===== src/rtl/ps2_direction_rx.sv =====
// PS/2 keyboard receiver: filters and frames PS2_CLK/PS2_DAT, strips E0/F0 prefixes and
// turns each player's direction-key make/break codes into one-hot direction outputs.
module ps2_direction_rx #(
  parameter int NUM_PLAYERS    = 2,
  parameter int FILTER_LEN     = 8,
  parameter int TIMEOUT_CYCLES = 50000,
  parameter bit HOLD_MODE      = 1'b1
) (
  input  logic                      clk,
  input  logic                      rst_n,
  input  logic                      PS2_CLK,
  input  logic                      PS2_DAT,
  input  logic [36*NUM_PLAYERS-1:0] keymap,
  output logic [7:0]                scan_code,
  output logic                      scan_valid,
  output logic                      scan_break,
  output logic                      scan_ext,
  output logic                      frame_err,
  output logic [NUM_PLAYERS-1:0]    dir_left,
  output logic [NUM_PLAYERS-1:0]    dir_right,
  output logic [NUM_PLAYERS-1:0]    dir_up,
  output logic [NUM_PLAYERS-1:0]    dir_down
);
  localparam int FCW = $clog2(FILTER_LEN + 1);
  localparam int TCW = $clog2(TIMEOUT_CYCLES + 1);

  typedef enum logic [1:0] {ST_IDLE, ST_DATA, ST_PARITY, ST_STOP} state_t;

  logic                         r_clk_s1, r_clk_s2, r_dat_s1, r_dat_s2;
  logic                         r_filt_clk;
  logic [FCW-1:0]               r_filt_cnt;
  logic                         r_strobe, r_sdat;
  state_t                       r_state, w_state_nxt;
  logic [2:0]                   r_bit_cnt;
  logic [7:0]                   r_shift;
  logic                         r_parity_ok;
  logic [TCW-1:0]               r_to_cnt;
  logic                         w_timeout, w_stop_done, w_frame_ok, w_frame_bad;
  logic                         r_ext_flag, r_brk_flag;
  logic [NUM_PLAYERS-1:0]       w_hit;
  logic [NUM_PLAYERS-1:0][1:0]  w_key;
  logic [NUM_PLAYERS-1:0][3:0]  r_pressed;
  logic [NUM_PLAYERS-1:0][1:0]  r_last;
  logic [NUM_PLAYERS-1:0][3:0]  r_lat;
  logic [NUM_PLAYERS-1:0][3:0]  w_oh;

  always_ff @(posedge clk or negedge rst_n) begin
    if (!rst_n) begin
      r_clk_s1 <= 1'b1;
      r_clk_s2 <= 1'b1;
      r_dat_s1 <= 1'b1;
      r_dat_s2 <= 1'b1;
    end else begin
      r_clk_s1 <= PS2_CLK;
      r_clk_s2 <= r_clk_s1;
      r_dat_s1 <= PS2_DAT;
      r_dat_s2 <= r_dat_s1;
    end
  end

  // The filtered clock flips only after FILTER_LEN consecutive differing samples;
  // a flip to low is the bit-sample strobe, with data captured alongside it.
  always_ff @(posedge clk or negedge rst_n) begin
    if (!rst_n) begin
      r_filt_clk <= 1'b1;
      r_filt_cnt <= '0;
      r_strobe   <= 1'b0;
      r_sdat     <= 1'b1;
    end else begin
      r_strobe <= 1'b0;
      if (r_clk_s2 == r_filt_clk) begin
        r_filt_cnt <= '0;
      end else if (r_filt_cnt == FCW'(FILTER_LEN - 1)) begin
        r_filt_clk <= r_clk_s2;
        r_filt_cnt <= '0;
        r_strobe   <= ~r_clk_s2;
        r_sdat     <= r_dat_s2;
      end else begin
        r_filt_cnt <= r_filt_cnt + FCW'(1);
      end
    end
  end

  always_ff @(posedge clk or negedge rst_n) begin
    if (!rst_n) r_state <= ST_IDLE;
    else        r_state <= w_state_nxt;
  end

  always_comb begin
    w_state_nxt = r_state;
    w_timeout   = 1'b0;
    case (r_state)
      ST_IDLE:   if (r_strobe && !r_sdat) w_state_nxt = ST_DATA;
      ST_DATA:   if (r_strobe && r_bit_cnt == 3'd7) w_state_nxt = ST_PARITY;
      ST_PARITY: if (r_strobe) w_state_nxt = ST_STOP;
      ST_STOP:   if (r_strobe) w_state_nxt = ST_IDLE;
      default:   w_state_nxt = ST_IDLE;
    endcase
    if (r_state != ST_IDLE && !r_strobe && r_to_cnt == TCW'(TIMEOUT_CYCLES - 1)) begin
      w_timeout   = 1'b1;
      w_state_nxt = ST_IDLE;
    end
    w_stop_done = (r_state == ST_STOP) && r_strobe;
    w_frame_ok  = w_stop_done && r_sdat && r_parity_ok;
    w_frame_bad = (w_stop_done && !(r_sdat && r_parity_ok)) || w_timeout;
  end

  always_ff @(posedge clk or negedge rst_n) begin
    if (!rst_n) begin
      r_bit_cnt   <= '0;
      r_shift     <= '0;
      r_parity_ok <= 1'b0;
      r_to_cnt    <= '0;
    end else begin
      r_to_cnt <= (r_state == ST_IDLE || r_strobe) ? '0 : r_to_cnt + TCW'(1);
      if (r_strobe) begin
        case (r_state)
          ST_IDLE:   r_bit_cnt <= '0;
          ST_DATA: begin
            r_shift   <= {r_sdat, r_shift[7:1]};
            r_bit_cnt <= r_bit_cnt + 3'd1;
          end
          ST_PARITY: r_parity_ok <= ^{r_shift, r_sdat};
          default:   r_bit_cnt <= r_bit_cnt;
        endcase
      end
    end
  end

  // Prefix bytes only arm flags; any other good byte is published with the flags.
  always_ff @(posedge clk or negedge rst_n) begin
    if (!rst_n) begin
      scan_valid <= 1'b0;
      scan_code  <= '0;
      scan_break <= 1'b0;
      scan_ext   <= 1'b0;
      frame_err  <= 1'b0;
      r_ext_flag <= 1'b0;
      r_brk_flag <= 1'b0;
    end else begin
      scan_valid <= 1'b0;
      frame_err  <= 1'b0;
      if (w_frame_bad) begin
        frame_err  <= 1'b1;
        r_ext_flag <= 1'b0;
        r_brk_flag <= 1'b0;
      end else if (w_frame_ok) begin
        if (r_shift == 8'hE0) begin
          r_ext_flag <= 1'b1;
        end else if (r_shift == 8'hF0) begin
          r_brk_flag <= 1'b1;
        end else begin
          scan_valid <= 1'b1;
          scan_code  <= r_shift;
          scan_break <= r_brk_flag;
          scan_ext   <= r_ext_flag;
          r_ext_flag <= 1'b0;
          r_brk_flag <= 1'b0;
        end
      end
    end
  end

  // Descending scan so the lowest matching key index (LEFT first) wins.
  always_comb begin
    w_hit = '0;
    w_key = '0;
    for (int p = 0; p < NUM_PLAYERS; p++) begin
      for (int k = 3; k >= 0; k--) begin
        if ({scan_ext, scan_code} == keymap[36*p + 27 - 9*k +: 9]) begin
          w_hit[p] = 1'b1;
          w_key[p] = 2'(k);
        end
      end
    end
  end

  always_ff @(posedge clk or negedge rst_n) begin
    if (!rst_n) begin
      r_pressed <= '0;
      r_last    <= '0;
      r_lat     <= '0;
    end else if (scan_valid) begin
      for (int p = 0; p < NUM_PLAYERS; p++) begin
        if (w_hit[p]) begin
          if (scan_break) begin
            r_pressed[p][w_key[p]] <= 1'b0;
          end else begin
            r_pressed[p][w_key[p]] <= 1'b1;
            r_last[p]              <= w_key[p];
            r_lat[p]               <= 4'b0001 << w_key[p];
          end
        end
      end
    end
  end

  always_comb begin
    w_oh      = '0;
    dir_left  = '0;
    dir_right = '0;
    dir_up    = '0;
    dir_down  = '0;
    for (int p = 0; p < NUM_PLAYERS; p++) begin
      if (HOLD_MODE) w_oh[p] = r_pressed[p][r_last[p]] ? (4'b0001 << r_last[p]) : 4'b0000;
      else           w_oh[p] = r_lat[p];
      dir_left[p]  = w_oh[p][0];
      dir_right[p] = w_oh[p][1];
      dir_up[p]    = w_oh[p][2];
      dir_down[p]  = w_oh[p][3];
    end
  end

endmodule


===== config.mk =====
export PLATFORM = sky130hd
export DESIGN_NAME = ps2_direction_rx
export DESIGN_NICKNAME = d
export VERILOG_FILES = /design/src/rtl/ps2_direction_rx.sv
export SDC_FILE = /design/constraint.sdc
export NUM_CORES = 1
export LEC_CHECK = 0
export BUFFER_PORTS_ARGS = -buffer_cell sky130_fd_sc_hd__buf_2
export CELL_PAD_IN_SITES_DETAIL_PLACEMENT = 0
export CELL_PAD_IN_SITES_GLOBAL_PLACEMENT = 1
export CORE_MARGIN = 2
export CORE_UTILIZATION = 41
export CTS_CLUSTER_SIZE = 24
export DETAILED_ROUTE_END_ITERATION = 12
export PLACE_DENSITY_LB_ADDON = 0.12
export SLEW_MARGIN = 20
export SYNTH_ARGS = -nofsm -noshare
export SYNTH_HDL_FRONTEND = slang
export SYNTH_SLANG_ARGS = --single-unit

===== constraint.sdc =====
create_clock -name clk -period 2.75 [get_ports clk]
set_clock_uncertainty 0.2 [all_clocks]
set_input_delay 0.275 -clock clk [delete_from_list [all_inputs] [get_ports clk]]
set_output_delay 0.275 -clock clk [all_outputs]
set_load 0.1 [all_outputs]

==> flow_summary.json, run 1 <==
{
  "status": "complete, no violations",
  "dp.cells": 566,
  "dr.pass1.iters": 6,
  "start_util": 0.4204,
  "clkTransAtPathRegs_ps": 70,
  "worstHoldPathType": "flop to flop",
  "worstPathCellList": "xnor2_1, nand3_1, nor3_1, nor2_1, mux2_1",
  "final_cell_count_no_fill": 585,
  "async_reset_ff_frac": 1.000,
  "holdPathStages": 0,
  "cts_tree": "yes",
  "track_usage": 0.1923,
  "via_count": 3006,
  "htree_levels": 3,
  "pin_count": 96,
  "worstPathMaxFanout": 10,
  "port-buffer-count": 95,
  "grt_pass1_wl_mm": 15.17,
  "synthTopCellsByArea": "dfrtp_1, xnor2_1, xor2_1",
  "crit_path_end_kind": "flop",
  "tightest_slew_ps": 678.1,
  "drt_wl_total_mm": 9.425,
  "cts_buffers": 9,
  "placementRows": 35,
  "postCtsSetupBuffers": 0,
  "finalHoldViolations": 0,
  "clock_path_buffers": 2,
  "irDropWorstVdd_mv": 0.4847,
  "synthDistinctLibCells": 43,
  "p_per_area_mw_per_mm2": 506.9,
  "whs_endpoint": "r_clk_s2",
  "netlist_top_cells_count": "xnor2_1, dfrtp_1, xor2_1, nor2_1, mux2_2",
  "die_w_um": 101.1,
  "layout-drive-gt1-share": 0.3207,
  "critPathLaunchType": "flop",
  "yosys.area.top_type": "dfrtp_1",
  "overflow": 0,
  "synth_top_area_frac": 0.3948,
  "coreArea_mm2": 0.009196,
  "grt_max_degree": 51,
  "synthFlopType": "dfrtp_1",
  "period_share": 0.8618,
  "slew_headroom": 0.5444,
  "cp_slowest_cell": "dfrtp_1",
  "clkSinkCount": 67,
  "avgSynthCellArea_um2": 10.45,
  "place_congestion": 0.8284,
  "clkLatencyLatePin_ps": 340,
  "dp_hpwl_mm": 6.991,
  "fmax_ghz": 0.4219,
  "grt_pass1_vias": 2975,
  "die-height_um": 101.1,
  "rsz0062_at_grt": "false",
  "ant_nets": 0,
  "syn_inst": 370,
  "synth-edff-count": 0,
  "root_buffer": "clkbuf_8",
  "synth.net_count": 454,
  "min_period_ps": 2370,
  "fin_area_mm2": 0.004687,
  "power.leakage_nw": 2.174,
  "ys_warn_count": 0,
  "netlist_area_mm2": 0.003866,
  "nNetsFinal": 553,
  "crit_buf_inv": 0,
  "num_antenna_cells": 0,
  "maxCapViolCount": 0,
  "viasPerCell": 5.138,
  "dpl-instance-area_mm2": 0.004463,
  "r2r_slack_ps": 380,
  "cp.required_ps": 2770,
  "seq_area_frac_synth": 0.4356,
  "route.detailed.drc": 0,
  "min_from": "r_clk_s1",
  "path_delay_family": "simple AND/OR/NAND/NOR gates",
  "synth.most_common_cell": "xnor2_1",
  "slowest_delay_ps": 760,
  "maxSlewViolCount": 0,
  "drt_iter0_markers": 87,
  "wl_per_cell_um": 16.11,
  "r2r_cells": 5,
  "setup_viol": 0,
  "critPathKind": "flop to flop",
  "r2r-start": "scan_code[4]",
  "worstPathArrival_ps": 2390,
  "syn2layout_area_growth_pct": 21.23,
  "ys_ff_latch": 67,
  "antenna_found_initial": 0,
  "die_area_mm2": 0.01022
}
-- cells by family (layout without fill, tap and decap cells) --
| kind of cell | after synthesis | in the layout | share of synthesized area |
|---|---|---|---|
| buf+inv | 25 | 129 | 0.03107 |
| fa+ha+maj | 8 | 8 | 0.02589 |
| flops | 67 | 67 | 0.4356 |
| simple gates | 112 | 112 | 0.1583 |
| compound gates | 40 | 40 | 0.06699 |
| xor+xnor | 93 | 93 | 0.2107 |
| mux | 25 | 25 | 0.07152 |
-- worst max-delay path by stage --
stage / start / endpoint / slack [ps] / depth (start not counted)
after floorplan: r_last[1] / dir_left[0] / -320 / 1
after global placement: scan_code[4] / flop / 400 / 5
after detailed placement: scan_code[4] / flop / 340 / 5
after CTS: scan_code[4] / flop / 340 / 5
after global routing: scan_code[4] / flop / 190 / 5
final: scan_code[4] / flop / 380 / 5
-- final cells by class --
cell class / count / area (um2)
clock buffer: 11 / 141.4
clock inverter: 5 / 52.55
fill: 870 / 4509
inverter: 11 / 41.29
multi-input combinational: 278 / 2072
sequential: 67 / 1693
tap: 111 / 138.9
timing repair buffer: 102 / 548.0
-- per-layer routing --
layer / GRT usage / wire, um
met1: 0.2657 / 4534
met2: 0.3087 / 4261
met3: 0.02705 / 508
met4: 0.07173 / 121
met5: 0 / 0
-- timing repair --
item / CTS / global route
hold endpoints to repair: 19 / 0
gates resized for setup: 0 / 0
endpoints found under the setup margin: 0 / 0
hold buffers: 3 / 0
-- through the flow --
stage / power (mW) / utilization / TNS, ps / hold WS [ps] / setup slack (ps)
global placement: 1.589 / 0.4853 / 0 / 41.75 / 395.1
detailed placement: 1.598 / 0.4853 / 0 / 49.03 / 338.6
CTS: 2.414 / 0.5097 / 0 / 159.3 / 336.8
floorplan: 1.446 / - / -648.0 / -220.6 / -324.0
global route: 2.524 / 0.5097 / 0 / 160.6 / 187.4
finish: 2.376 / 0.5097 / 0 / 158.2 / 380.0
-- power breakdown --
| part | internal [mW] | total (mW) | switching (mW) |
|---|---|---|---|
| logic | 0.212 | 0.455 | 0.243 |
| clock network | 0.439 | 0.800 | 0.361 |
| registers | 1.06 | 1.12 | 0.0571 |
-- placed cells by master, fill, tap and decap left out, drive strengths merged, types with 4 or more instances in the layout --
cell	Yosys	final
xor2	31	31
nor3	14	14
a31oi	4	4
buf	11	99
nand4	10	10
inv	11	11
and3	6	6
clkbuf	3	11
ha	8	8
dfrtp	61	61
nor2	25	25
o21ai	12	12
nor3b	6	6
nor4	7	7
a21oi	7	7
o21a	5	5
xnor2	62	62
nand2	14	14
nand3	14	14
mux2i	4	4
mux2	21	21
dfstp	6	6
No activity file was read; power rests on OpenSTA's default activity.
==> run 2, diff against run 1 <==
--- a/config.mk
+++ b/config.mk
@@ -12,7 +12,7 @@
 export CORE_UTILIZATION = 41
 export CTS_CLUSTER_SIZE = 24
 export DETAILED_ROUTE_END_ITERATION = 12
-export PLACE_DENSITY_LB_ADDON = 0.12
+export PLACE_DENSITY_LB_ADDON = 0.1
 export SLEW_MARGIN = 20
 export SYNTH_ARGS = -nofsm -noshare
 export SYNTH_HDL_FRONTEND = slang
==> run 2 against run 1 <==
Against the previous run:
- maximum frequency fell by 0.71%
- routed wire length down 1.5%
- die area unchanged
- register-to-register slack worse by 20 ps
- count of clock-buffer cells in the layout shrank 1
- final area increased by 1.2%
- flip-flop and latch count is the same
- sequential share of layout area down 0.44 points
- sequential power about the same
- critical path type unchanged
- largest cell class unchanged
==> flow_summary.json, run 2 (synthesis gave the netlist of run 1 again) <==
{
  "status": "complete, no violations",
  "maxSlewViolCount": 0,
  "wl_per_cell_um": 15.74,
  "placementRows": 35,
  "viasPerCell": 5.181,
  "fmax_ghz": 0.4189,
  "track_usage": 0.1877,
  "critPathLaunchType": "flop",
  "period_share": 0.8680,
  "clock_path_buffers": 2,
  "via_count": 3057,
  "r2r-start": "scan_ext",
  "dpl-instance-area_mm2": 0.004488,
  "grtUsageMet2": 0.3006,
  "tns_ps": 0,
  "r2r_slack_ps": 360,
  "antenna_found_initial": 0,
  "die-height_um": 101.1,
  "holdBufCountCts": 3,
  "worstPathMaxFanout": 10,
  "postCtsSetupBuffers": 0,
  "syn2layout_area_growth_pct": 22.72,
  "maxCapViolCount": 0,
  "dr.pass1.iters": 4,
  "slew_headroom": 0.6128,
  "port-buffer-count": 95,
  "htree_levels": 3,
  "cp-startpoint": "scan_ext",
  "setup_viol": 0,
  "die_area_mm2": 0.01022,
  "pin_count": 96,
  "fin_ws_ps": 363.0,
  "drt_wl_total_mm": 9.287,
  "root_buffer": "clkbuf_8",
  "route.detailed.drc": 0,
  "die_w_um": 101.1,
  "drt_iter0_markers": 103,
  "power.leakage_nw": 2.206,
  "postCtsResizedCells": 0,
  "irDropWorstVdd_mv": 0.5029,
  "final_util": 0.5159,
  "grt_pass1_wl_mm": 14.98,
  "ant_nets": 0,
  "crit_path_end_kind": "flop",
  "min_period_ps": 2387,
  "coreArea_mm2": 0.009196,
  "tightest_slew_ps": 576.0,
  "place_congestion": 0.8608,
  "dp_hpwl_mm": 7.010,
  "final_common_cell": "buf_2",
  "worstPathArrival_ps": 2410,
  "clkTransAtPathRegs_ps": 70,
  "fin_area_mm2": 0.004745,
  "final_cell_count_no_fill": 590,
  "clkSinkCount": 67,
  "clkLatencyLatePin_ps": 330,
  "rsz0062_at_grt": "false",
  "critPathKind": "flop to flop",
  "grt_max_degree": 37,
  "r2r_cells": 6,
  "nNetsFinal": 558,
  "p_per_area_mw_per_mm2": 527.7,
  "start_util": 0.4204,
  "cts_buffers": 9,
  "top_usage_layer": "met2",
  "grt_pass1_vias": 3062,
  "final_cell_mix": "buf_2, xnor2_1, dfrtp_1, xor2_1, nor2_1",
  "finalHoldViolations": 0,
  "cp.required_ps": 2770,
  "layout-drive-gt1-share": 0.3299,
  "met1_usage": 0.2596,
  "worstHoldPathType": "flop to flop",
  "finalPower_mw": 2.504,
  "overflow": 0,
  "holdWs_ps": 157.2,
  "dp_worst_setup_slack_ps": 369.0,
  "cts_tree": "yes",
  "num_antenna_cells": 0,
  "grt_util_met3": 0.04022,
  "dp.cells": 571
}
==> run 2: area by class of cell <==
type | count | area, um2
clock buffers | 10 | 137.6
inverters | 11 | 41.29
repair buffers | 107 | 573.1
fillers | 878 | 4452
clock inverters | 6 | 88.84
well taps | 111 | 138.9
flip-flops and latches | 67 | 1693
multi-input cells | 278 | 2072
==> run 2: how the worst min path moves through the flow <==
stage	startpoint	endpoint	slack, ps	cells after the start
final	r_dat_s1	r_dat_s2	160	0
after global routing	r_clk_s1	r_clk_s2	170	0
after CTS	r_dat_s1	r_dat_s2	160	0
after detailed placement	rst_n	r_to_cnt[0]	130	2
after global placement	rst_n	r_to_cnt[1]	130	2
after floorplan	rst_n	asynchronous set/reset pin	-220	0
==> run 2: critical path, stage by stage, from the launching register on <==
cell and delay [ps]:
dfrtp_2 530, xnor2_1 190, nand3_1 90, nor4_1 440, buf_4 210, nor4b_1 260
mux2_1 350
==> run 2: layer usage <==
metal	vias up	wire, um
met4	0	111
met1	1462	4300
met5	-	0
met3	9	575
li1	1493	-
met2	93	4300
==> run 2: report_power, final <==
| group | total, mW | leakage (nW) | internal, mW | switching (mW) |
|---|---|---|---|---|
| clock network | 0.917 | 0.108 | 0.535 | 0.382 |
| registers | 1.12 | 0.863 | 1.06 | 0.0595 |
| logic | 0.464 | 1.23 | 0.212 | 0.252 |
